**config.mk**
```make
export PLATFORM = sky130hd
export DESIGN_NAME = rom_download_bridge
export DESIGN_NICKNAME = d
export VERILOG_FILES = /design/src/rtl/rom_download_bridge.sv
export SDC_FILE = /design/constraint.sdc
export NUM_CORES = 1
export LEC_CHECK = 0
export ABC_AREA = 1
export CAP_MARGIN = 40
export CELL_PAD_IN_SITES_DETAIL_PLACEMENT = 1
export CELL_PAD_IN_SITES_GLOBAL_PLACEMENT = 2
export CORE_MARGIN = 2
export CORE_UTILIZATION = 25
export DETAILED_ROUTE_END_ITERATION = 16
export PLACE_DENSITY = 0.8
export SLEW_MARGIN = 20
export SYNTH_ARGS = -nofsm -noshare
export SYNTH_HDL_FRONTEND = slang
export SYNTH_SLANG_ARGS = --single-unit
```
**constraint.sdc**
```tcl
create_clock -name clk_sys -period 1.5 [get_ports clk_sys]
set_input_delay 0.15 -clock clk_sys [delete_from_list [all_inputs] [get_ports clk_sys]]
set_output_delay 0.15 -clock clk_sys [all_outputs]
set_load 0.05 [all_outputs]
```
**src/rtl/rom_download_bridge.sv**
```systemverilog
// ----------------------------------------------------------------------------
// rom_download_bridge
//
// Purpose:
//   Sits in front of the SoC program-ROM download port. It turns the MiSTer
//   HPS ioctl 16-bit word stream into byte-wide dn_addr/dn_wr/dn_data write
//   strobes. The HPS is back-pressured with ioctl_wait while a word is being
//   serialised. The CPU is held in reset during a download and for HOLD_TAIL
//   cycles after it ends, so it never fetches from a half-loaded ROM.
//
// Parameters:
//   ROM_BYTES  bytes accepted; bytes at address >= ROM_BYTES are dropped
//   ROM_INDEX  ioctl_index value that selects this ROM
//   HOLD_TAIL  clk_sys cycles cpu_hold stays high after the download ends
//
// Ports:
//   clk_sys         in   system clock, rising edge
//   reset           in   synchronous active-high reset
//   ioctl_download  in   HPS download active
//   ioctl_index     in   [7:0]  download target index
//   ioctl_wr        in   single-cycle word strobe
//   ioctl_addr      in   [24:0] byte address of the word (bit 0 ignored)
//   ioctl_dout      in   [15:0] word; [7:0] even byte, [15:8] odd byte
//   ioctl_wait      out  high while a new ioctl_wr cannot be accepted
//   dn_addr         out  [13:0] ROM byte address
//   dn_wr           out  ROM byte write strobe, one cycle per byte
//   dn_data         out  [7:0] ROM byte data
//   cpu_hold        out  CPU reset request
//   loaded          out  sticky: a complete download has finished
//   err             out  sticky per download: protocol violation or overflow
//
// FSM states:
//   state   | meaning
//   --------+------------------------------------------------------------
//   ST_IDLE | waiting for a selected ioctl_wr; no byte write pending
//   ST_LO   | even byte of the latched word is on dn_* this cycle
//   ST_HI   | odd byte of the latched word is on dn_* this cycle
// ----------------------------------------------------------------------------
module rom_download_bridge #(
  parameter int         ROM_BYTES = 4096,
  parameter logic [7:0] ROM_INDEX = 8'd0,
  parameter int         HOLD_TAIL = 256
) (
  input  logic        clk_sys,
  input  logic        reset,
  input  logic        ioctl_download,
  input  logic [7:0]  ioctl_index,
  input  logic        ioctl_wr,
  input  logic [24:0] ioctl_addr,
  input  logic [15:0] ioctl_dout,
  output logic        ioctl_wait,
  output logic [13:0] dn_addr,
  output logic        dn_wr,
  output logic [7:0]  dn_data,
  output logic        cpu_hold,
  output logic        loaded,
  output logic        err
);

  localparam logic [1:0] ST_IDLE = 2'd0;
  localparam logic [1:0] ST_LO   = 2'd1;
  localparam logic [1:0] ST_HI   = 2'd2;

  // Range limit is one bit wider than the full ioctl byte address so the
  // compare never truncates an oversized address into the ROM window.
  localparam logic [25:0] ROM_LIMIT = 26'(ROM_BYTES);
  localparam logic [15:0] TAIL_END  = 16'(HOLD_TAIL);

  // ---------------------------------------------------------------------------
  // State and registered outputs
  // ---------------------------------------------------------------------------
  logic [1:0]  state_q,      state_d;
  logic [12:0] word_addr_q,  word_addr_d;   // ROM word address of latched word
  logic [7:0]  hi_byte_q,    hi_byte_d;     // odd byte waiting for ST_LO->ST_HI
  logic        hi_ok_q,      hi_ok_d;       // odd byte lies inside the ROM
  logic        ioctl_wait_q, ioctl_wait_d;
  logic        dn_wr_q,      dn_wr_d;
  logic [13:0] dn_addr_q,    dn_addr_d;
  logic [7:0]  dn_data_q,    dn_data_d;
  logic        cpu_hold_q,   cpu_hold_d;
  logic        loaded_q,     loaded_d;
  logic        err_q,        err_d;
  logic        sel_q,        sel_d;         // sel one cycle ago, for edge detect
  logic        dl_seen_q,    dl_seen_d;     // a download ran since the last tail
  logic [15:0] tail_cnt_q,   tail_cnt_d;

  // ---------------------------------------------------------------------------
  // Input decode
  // ---------------------------------------------------------------------------
  logic        sel;
  logic        sel_rise;
  logic        wr_accept;
  logic        wr_violation;
  logic [25:0] lo_byte_addr;
  logic [25:0] hi_byte_addr;
  logic        lo_in_range;
  logic        hi_in_range;
  logic        tail_run;
  logic [15:0] tail_next;
  logic        addr_bit0_unused;

  // Words are always aligned; the HPS sets bit 0 to zero.
  assign addr_bit0_unused = ioctl_addr[0];

  assign sel          = ioctl_download && (ioctl_index == ROM_INDEX);
  assign sel_rise     = sel && !sel_q;
  assign wr_accept    = ioctl_wr && sel && (state_q == ST_IDLE);
  assign wr_violation = ioctl_wr && sel && (state_q != ST_IDLE);

  assign lo_byte_addr = {1'b0, ioctl_addr[24:1], 1'b0};
  assign hi_byte_addr = {1'b0, ioctl_addr[24:1], 1'b1};
  assign lo_in_range  = lo_byte_addr < ROM_LIMIT;
  assign hi_in_range  = hi_byte_addr < ROM_LIMIT;

  // The tail only advances once the last word has drained and the download
  // is over. Other indices do not pause it, so they cannot stretch cpu_hold.
  assign tail_run  = cpu_hold_q && !sel && (state_q == ST_IDLE);
  assign tail_next = tail_cnt_q + 16'd1;

  // ---------------------------------------------------------------------------
  // Next-state logic
  // ---------------------------------------------------------------------------
  always_comb begin
    state_d      = state_q;
    word_addr_d  = word_addr_q;
    hi_byte_d    = hi_byte_q;
    hi_ok_d      = hi_ok_q;
    ioctl_wait_d = ioctl_wait_q;
    dn_wr_d      = 1'b0;
    dn_addr_d    = dn_addr_q;
    dn_data_d    = dn_data_q;
    cpu_hold_d   = cpu_hold_q;
    loaded_d     = loaded_q;
    err_d        = err_q;
    sel_d        = sel;
    dl_seen_d    = dl_seen_q;
    tail_cnt_d   = tail_cnt_q;

    // Byte serialiser. dn_* are registered, so the even byte is loaded on the
    // accepting edge and appears during ST_LO; the odd byte appears in ST_HI.
    case (state_q)
      ST_IDLE: begin
        if (wr_accept) begin
          state_d      = ST_LO;
          word_addr_d  = ioctl_addr[13:1];
          hi_byte_d    = ioctl_dout[15:8];
          hi_ok_d      = hi_in_range;
          ioctl_wait_d = 1'b1;
          dn_wr_d      = lo_in_range;
          dn_addr_d    = {ioctl_addr[13:1], 1'b0};
          dn_data_d    = ioctl_dout[7:0];
        end
      end
      ST_LO: begin
        state_d   = ST_HI;
        dn_wr_d   = hi_ok_q;
        dn_addr_d = {word_addr_q, 1'b1};
        dn_data_d = hi_byte_q;
      end
      ST_HI: begin
        state_d      = ST_IDLE;
        ioctl_wait_d = 1'b0;
      end
      default: begin
        state_d      = ST_IDLE;
        ioctl_wait_d = 1'b0;
      end
    endcase

    // err is per download: cleared at the start, then sticky. A write landing
    // in the same cycle as the start still counts against the new download.
    if (sel_rise) begin
      err_d = 1'b0;
    end
    if (wr_violation || (wr_accept && !(lo_in_range && hi_in_range))) begin
      err_d = 1'b1;
    end

    // CPU hold and tail timer. A new download restarts the tail from zero even
    // if the previous tail was still running.
    if (sel_rise) begin
      cpu_hold_d = 1'b1;
      tail_cnt_d = 16'd0;
      dl_seen_d  = 1'b1;
    end else if (tail_run) begin
      tail_cnt_d = tail_next;
      if (tail_next == TAIL_END) begin
        cpu_hold_d = 1'b0;
        // The post-reset tail runs without any download and must not mark
        // the ROM as loaded.
        loaded_d   = loaded_q | dl_seen_q;
        dl_seen_d  = 1'b0;
      end
    end
  end

  // ---------------------------------------------------------------------------
  // Registers
  // ---------------------------------------------------------------------------
  always_ff @(posedge clk_sys) begin
    if (reset) begin
      state_q      <= ST_IDLE;
      word_addr_q  <= 13'd0;
      hi_byte_q    <= 8'd0;
      hi_ok_q      <= 1'b0;
      ioctl_wait_q <= 1'b0;
      dn_wr_q      <= 1'b0;
      dn_addr_q    <= 14'd0;
      dn_data_q    <= 8'd0;
      cpu_hold_q   <= 1'b1;
      loaded_q     <= 1'b0;
      err_q        <= 1'b0;
      sel_q        <= 1'b0;
      dl_seen_q    <= 1'b0;
      tail_cnt_q   <= 16'd0;
    end else begin
      state_q      <= state_d;
      word_addr_q  <= word_addr_d;
      hi_byte_q    <= hi_byte_d;
      hi_ok_q      <= hi_ok_d;
      ioctl_wait_q <= ioctl_wait_d;
      dn_wr_q      <= dn_wr_d;
      dn_addr_q    <= dn_addr_d;
      dn_data_q    <= dn_data_d;
      cpu_hold_q   <= cpu_hold_d;
      loaded_q     <= loaded_d;
      err_q        <= err_d;
      sel_q        <= sel_d;
      dl_seen_q    <= dl_seen_d;
      tail_cnt_q   <= tail_cnt_d;
    end
  end

  assign ioctl_wait = ioctl_wait_q;
  assign dn_wr      = dn_wr_q;
  assign dn_addr    = dn_addr_q;
  assign dn_data    = dn_data_q;
  assign cpu_hold   = cpu_hold_q;
  assign loaded     = loaded_q;
  assign err        = err_q;

endmodule

```
### Word level (Yosys, flattened, before mapping)

Cells that the tools add are included.

| word-level totals | value |
|---|---|
| flip-flop bits (word level) | 69 |

| cells by class | value |
|---|---|
| magnitude comparators | 2 |
| reductions and logical operators | 27 |
| mux-type cells | 15 |
| add/subtract/negate cells | 1 |
| eq/ne operators | 3 |
| bitwise operators | 3 |

Operator list:

| cell | count |
|---|---|
| < comparator 25 x 13 -> 1 bit (second input constant) | 2 |
| one-hot mux 14 bit (2 select lines) | 1 |
| adder 16 x 1 -> 16 bit (second input constant) | 1 |
| equality test 16 x 9 -> 1 bit (second input constant) | 1 |
| one-hot mux 8 bit (2 select lines) | 1 |
| 2-to-1 mux 14 bit | 1 |
| AND reduction 2 bit | 5 |
| nonzero test 2 bit | 5 |
| logical AND 1 bit | 9 |
| zero test 8 bit | 1 |
| 2-to-1 mux 8 bit | 1 |
| 2-to-1 mux 1 bit | 7 |
| one-hot mux 1 bit (2 select lines) | 2 |
| one-hot mux 2 bit (2 select lines) | 1 |
| zero test 1 bit | 3 |
| AND reduction 3 bit | 1 |
| equality test 2 x 1 -> 1 bit (second input constant) | 1 |
| zero test 2 bit | 1 |
| 2-to-1 mux 2 bit | 1 |
| != test 2 bit (second input constant) | 1 |
| inverter 1 bit | 2 |
| OR reduction 2 bit | 1 |
| logical OR 1 bit | 1 |
| bitwise OR 1 bit | 1 |

### Depth between registers and ports, before layout

| depth | value |
|---|---|
| depth in word-level cells | 7 |
| depth in mapped cells | 13 |

### Worst setup path before layout

No wires, ideal clock.

| timing | value |
|---|---|
| path type | flip-flop to flip-flop |
| start | register tail_cnt_q[1] |
| end | register dl_seen_q |
| arrival time | 1.458 ns |
| required time | 1.362 ns |
| period minus slack after synthesis | 1.596 ns |
| setup time | 0.138 ns |
| cell stages (with the launch flop) | 11 |
| path slack | -0.096 ns |
| path buffers | 0 |
| cells stage by stage | dfxtp_1 ha_1 nand3_2 nor2_4 nand2_2 xor2_1 nand2_1 nor2_4 nand2_1 nand2_1 a21oi_1 |

| on the way | value |
|---|---|
| cells in the longest elaborated chain, start to end | 4 |

Ends and longest elaborated chain:

| element | line | RTL |
|---|---|---|
| from (decl) | 85 | `logic [15:0] tail_cnt_q, tail_cnt_d;` |
| from (signal assigned) | 230 | `tail_cnt_q <= tail_cnt_d;` |
| adder 16 x 1 -> 16 bit | 118 | `assign tail_next = tail_cnt_q + 16'd1;` |
| equality test 16 x 9 -> 1 bit | 187 | `if (tail_next == TAIL_END) begin` |
| nonzero test 2 bit (no line) | - |  |
| AND reduction 2 bit (no line) | - |  |
| to (signal assigned) | 229 | `dl_seen_q <= dl_seen_d;` |
| to (decl) | 84 | `logic dl_seen_q, dl_seen_d;` |

Every way passes these cells.
A chain may end at the register's enable or synchronous reset.

### Final worst setup path

| timing | value |
|---|---|
| start | register tail_cnt_q[0] |
| end | register dl_seen_q |

Same word-level chain as after synthesis.

==> flow_metrics.py <==
metrics = {
    "status": {
        "status": "finished, violations left",
        "failed_checks": "setup timing",
    },
    "clock_tree": {
        "cts_tree": "done",
        "clock_latency_ns": 0.33,
        "cts-root-buf": "clkbuf_16",
        "clock-sinks": 69,
        "path_clk_slew_ns": 0.06,
        "htreeDepth": 3,
        "clockBufferDepth": 2,
        "cts_buffers": 9,
    },
    "power_and_ir_drop": {
        "swShare": 0.2083,
        "pwr-share-clk": 0.530,
        "p_seq_frac": 0.395,
        "powerDensity_mw_per_mm2": 895.2,
        "combPwrFrac": 0.074,
        "p_int_w": 0.003720,
        "power.leakage_nw": 2.138,
        "switchingPower_w": 0.0009790,
        "vdd_ir_drop_max_v": 0.0005213,
    },
    "detailed_routing": {
        "wire_per_inst_um": 14.71,
        "dr.pass1.iters": 4,
        "drt-initial-drc-count": 106,
        "routed_wl_mm": 10.87,
        "antenna_left": 0,
        "avgViaCountPerCell": 4.572,
        "vias": 3379,
        "drc": 0,
    },
    "synthesis": {
        "synth-xor-area-share": 0.002690,
        "syn_avg_cell_area_um2": 7.571,
        "synth_top_area_frac": 0.4243,
        "yosysTopAreaCell": "dfxtp_1",
        "synth_nets": 485,
        "synth_top_family_by_area": "simple AND/OR/NAND/NOR gates",
        "yosys.area_share.simple": 0.2617,
        "synth_fa_ha_area_frac": 0.007686,
        "ys_ff_latch": 69,
        "yosysWarnings": 0,
        "synth_cells": 430,
        "synth_compound_area_frac": 0.2156,
        "synth.top_cells.by_area": "dfxtp_1, nand2_1, a211oi_2, nor2_1, inv_1",
        "syn_area_mm2": 0.003256,
        "ys_seq_area_frac": 0.4243,
        "synth_mux_area_frac": 0,
        "yosysUniqueCellTypes": 34,
    },
    "sta": {
        "tightest_slew_ns": 0.2926,
        "layout_min_cycle_time_ns": 1.643,
        "worst_slack_ns": -0.1432,
        "finalHoldViolCount": 0,
        "worst_hold_slack_ns": 0.2514,
        "setup_viol": 3,
        "skew_ns": 0.007604,
        "rsz0062_at_grt": "yes",
        "fmax_mhz": 608.6,
        "finalCritPeriodShare": 1.095,
        "final-max-slew-violation-count": 0,
        "relSlewSlack": 0.8049,
    },
    "setup_path": {
        "startpoint_type": "flip-flop",
        "arrival_ns": 1.87,
        "cpMostUsedCell": "nand2_2",
        "cp.buffers_inverters": 2,
        "reg2reg_slack_ns": -0.14,
        "cp.required_ns": 1.73,
        "worstPathCellList": "ha_4 -> buf_6 -> inv_2 -> nand2_2 -> nand2_2 -> nand2_2 -> nor2_2 -> nand2_1 -> nor2_2 -> nand2_2 -> nor2_4 -> nand2_2 -> nand2_1 -> a21oi_1",
        "path_max_fanout": 3,
        "max_stage_delay_ns": 0.35,
        "cp-end-kind": "flip-flop",
        "critPathSlowestCell": "dfxtp_4",
        "crit_family": "simple AND/OR/NAND/NOR gates",
        "worstSetupPathType": "flip-flop to flip-flop",
    },
    "placed_design": {
        "io_buffers": 78,
        "dpl_cell_area_mm2": 0.004436,
        "dpl.hpwl_mm": 7.160,
        "gp_congestion": 0.8130,
    },
    "grt": {
        "globalRoute.busiestLayer": "met2",
        "grt.met1_usage": 0.1796,
        "grt_pass1_vias": 3655,
        "grt_max_degree": 34,
        "gr-usage-met3": 0.03537,
        "gr-total-overflow": 0,
        "antenna_found_initial": 0,
        "grt_usage": 0.1536,
        "use_met2": 0.2731,
        "grt_pass1_wl_mm": 17.37,
    },
    "floorplan": {
        "die_y_um": 118.1,
        "start_util": 0.2569,
        "die_w_um": 118.1,
        "row_count": 41,
        "ios": 80,
        "core-area_mm2": 0.01267,
        "dieArea_mm2": 0.01395,
    },
    "finish": {
        "regArea_mm2": 0.001390,
        "fillers": 1499,
        "multi_input_area_mm2": 0.001690,
        "final_common_cell": "nand2_1",
        "layout.nets": 617,
        "layout_common_cells": "nand2_1, buf_4, dfxtp_1, clkdlybuf4s50_1, inv_1",
        "fin_area_mm2": 0.005249,
        "insertedDiodeCount": 0,
        "syn_to_final_growth_pct": 61.22,
        "layout-drive-gt1-share": 0.3104,
    },
    "run": {
        "maxCapViolCount": 0,
    },
    "min_path": {
        "hold_path_class": "input port to flip-flop",
    },
}
-- metal layers --
metal	wire length [um]	vias to the layer above
met3	316	17
li1	-	1689
met1	4919	1631
met4	162	0
met5	0	-
met2	5473	42
-- cell families (layout without fill, tap and decap cells) --
family                   count (synthesis)  in the layout
AO/OA/AOI/OAI                           99             99
AND/OR/NAND/NOR                        193            193
buffers and inverters                   66            203
flip-flops                              69             69
XOR/XNOR                                 1              1
adder cells (fa/ha/maj)                  2              2
-- power groups by stage --
stage | clock network (W) | logic (W) | registers [W]
final | 0.00249 | 0.000349 | 0.00186
after detailed placement | 0 | 0.000302 | 0.00190
after global placement | 0 | 0.000296 | 0.00190
after floorplan | 0 | 0.0000915 | 0.00190
after global routing | 0.00262 | 0.000380 | 0.00186
after CTS | 0.00253 | 0.000331 | 0.00186
-- worst paths after layout --
path / cells past startpoint / end / start
setup reg to reg: 14 / dl_seen_q / tail_cnt_q[0]
hold reg to reg: 2 / dl_seen_q / dl_seen_q
hold / removal: 5 / sel_q / ioctl_index[6]
setup / recovery: 14 / dl_seen_q / tail_cnt_q[0]
-- final cells by class --
cell class | instances | share of cell area
multi-input cells | 295 | 0.3221
repair buffers | 142 | 0.2729
flip-flops and latches | 69 | 0.2648
clock buffers | 10 | 0.04553
well taps | 172 | 0.04100
inverters | 45 | 0.03266
clock inverters | 6 | 0.02098
-- through the flow --
| stage | setup TNS, ns | std cells | total power, W | utilization | worst slack, ns |
|---|---|---|---|---|---|
| floorplan | -0.02555 | 430 | 0.001995 | - | -0.02555 |
| global placement | -18.22 | 701 | 0.002193 | 0.3501 | -0.3478 |
| detailed placement | -21.69 | 701 | 0.002200 | 0.3501 | -0.4312 |
| CTS | -0.6578 | 733 | 0.004717 | 0.3964 | -0.1350 |
| global route | -0.8177 | 739 | 0.004863 | 0.4142 | -0.2565 |
| finish | -0.4086 | 739 | 0.004699 | 0.4142 | -0.1432 |
-- tightest hold or removal path, cell delays in order --
cell and delay, ns:
dlymetal6s2s_1 0.09, nor3b_2 0.05, nand2_2 0.10, buf_4 0.12, nor2_1 0.03
-- synthesized netlist by cell type (all sizes together) --
cell type and n:
nor3 3, a211oi 24, nor4 2, nand3 11, a21oi 17, a31o 1
o21ai 31, nand3b 1, o41ai 1, inv 45, xor2 1, dfxtp 69
nor2 57, buf 11, clkbuf 10, nand2 111, nor3b 1, ha 2
a31oi 22, o21bai 3, or2 2, nand4 5
-- registers in the layout, indices dropped and copies added (netlist names) --
name         flops
dn_wr            1
hi_ok_q          1
ioctl_wait       1
loaded           1
tail_cnt_q      16
dl_seen_q        1
hi_byte_q        8
word_addr_q     13
dn_addr         14
sel_q            1
err              1
dn_data          8
state_q          2
cpu_hold         1
-- timing repair --
item | CTS | global route
pin swaps | 14 | 13
hold buffers | 0 | 0
resized for setup | 24 | 30
endpoints found under the hold margin | 0 | 0
setup endpoints to repair | 23 | 65
setup buffers | 13 | 2
gates cloned | 3 | 5
No activity file was read; power rests on OpenSTA's default activity.
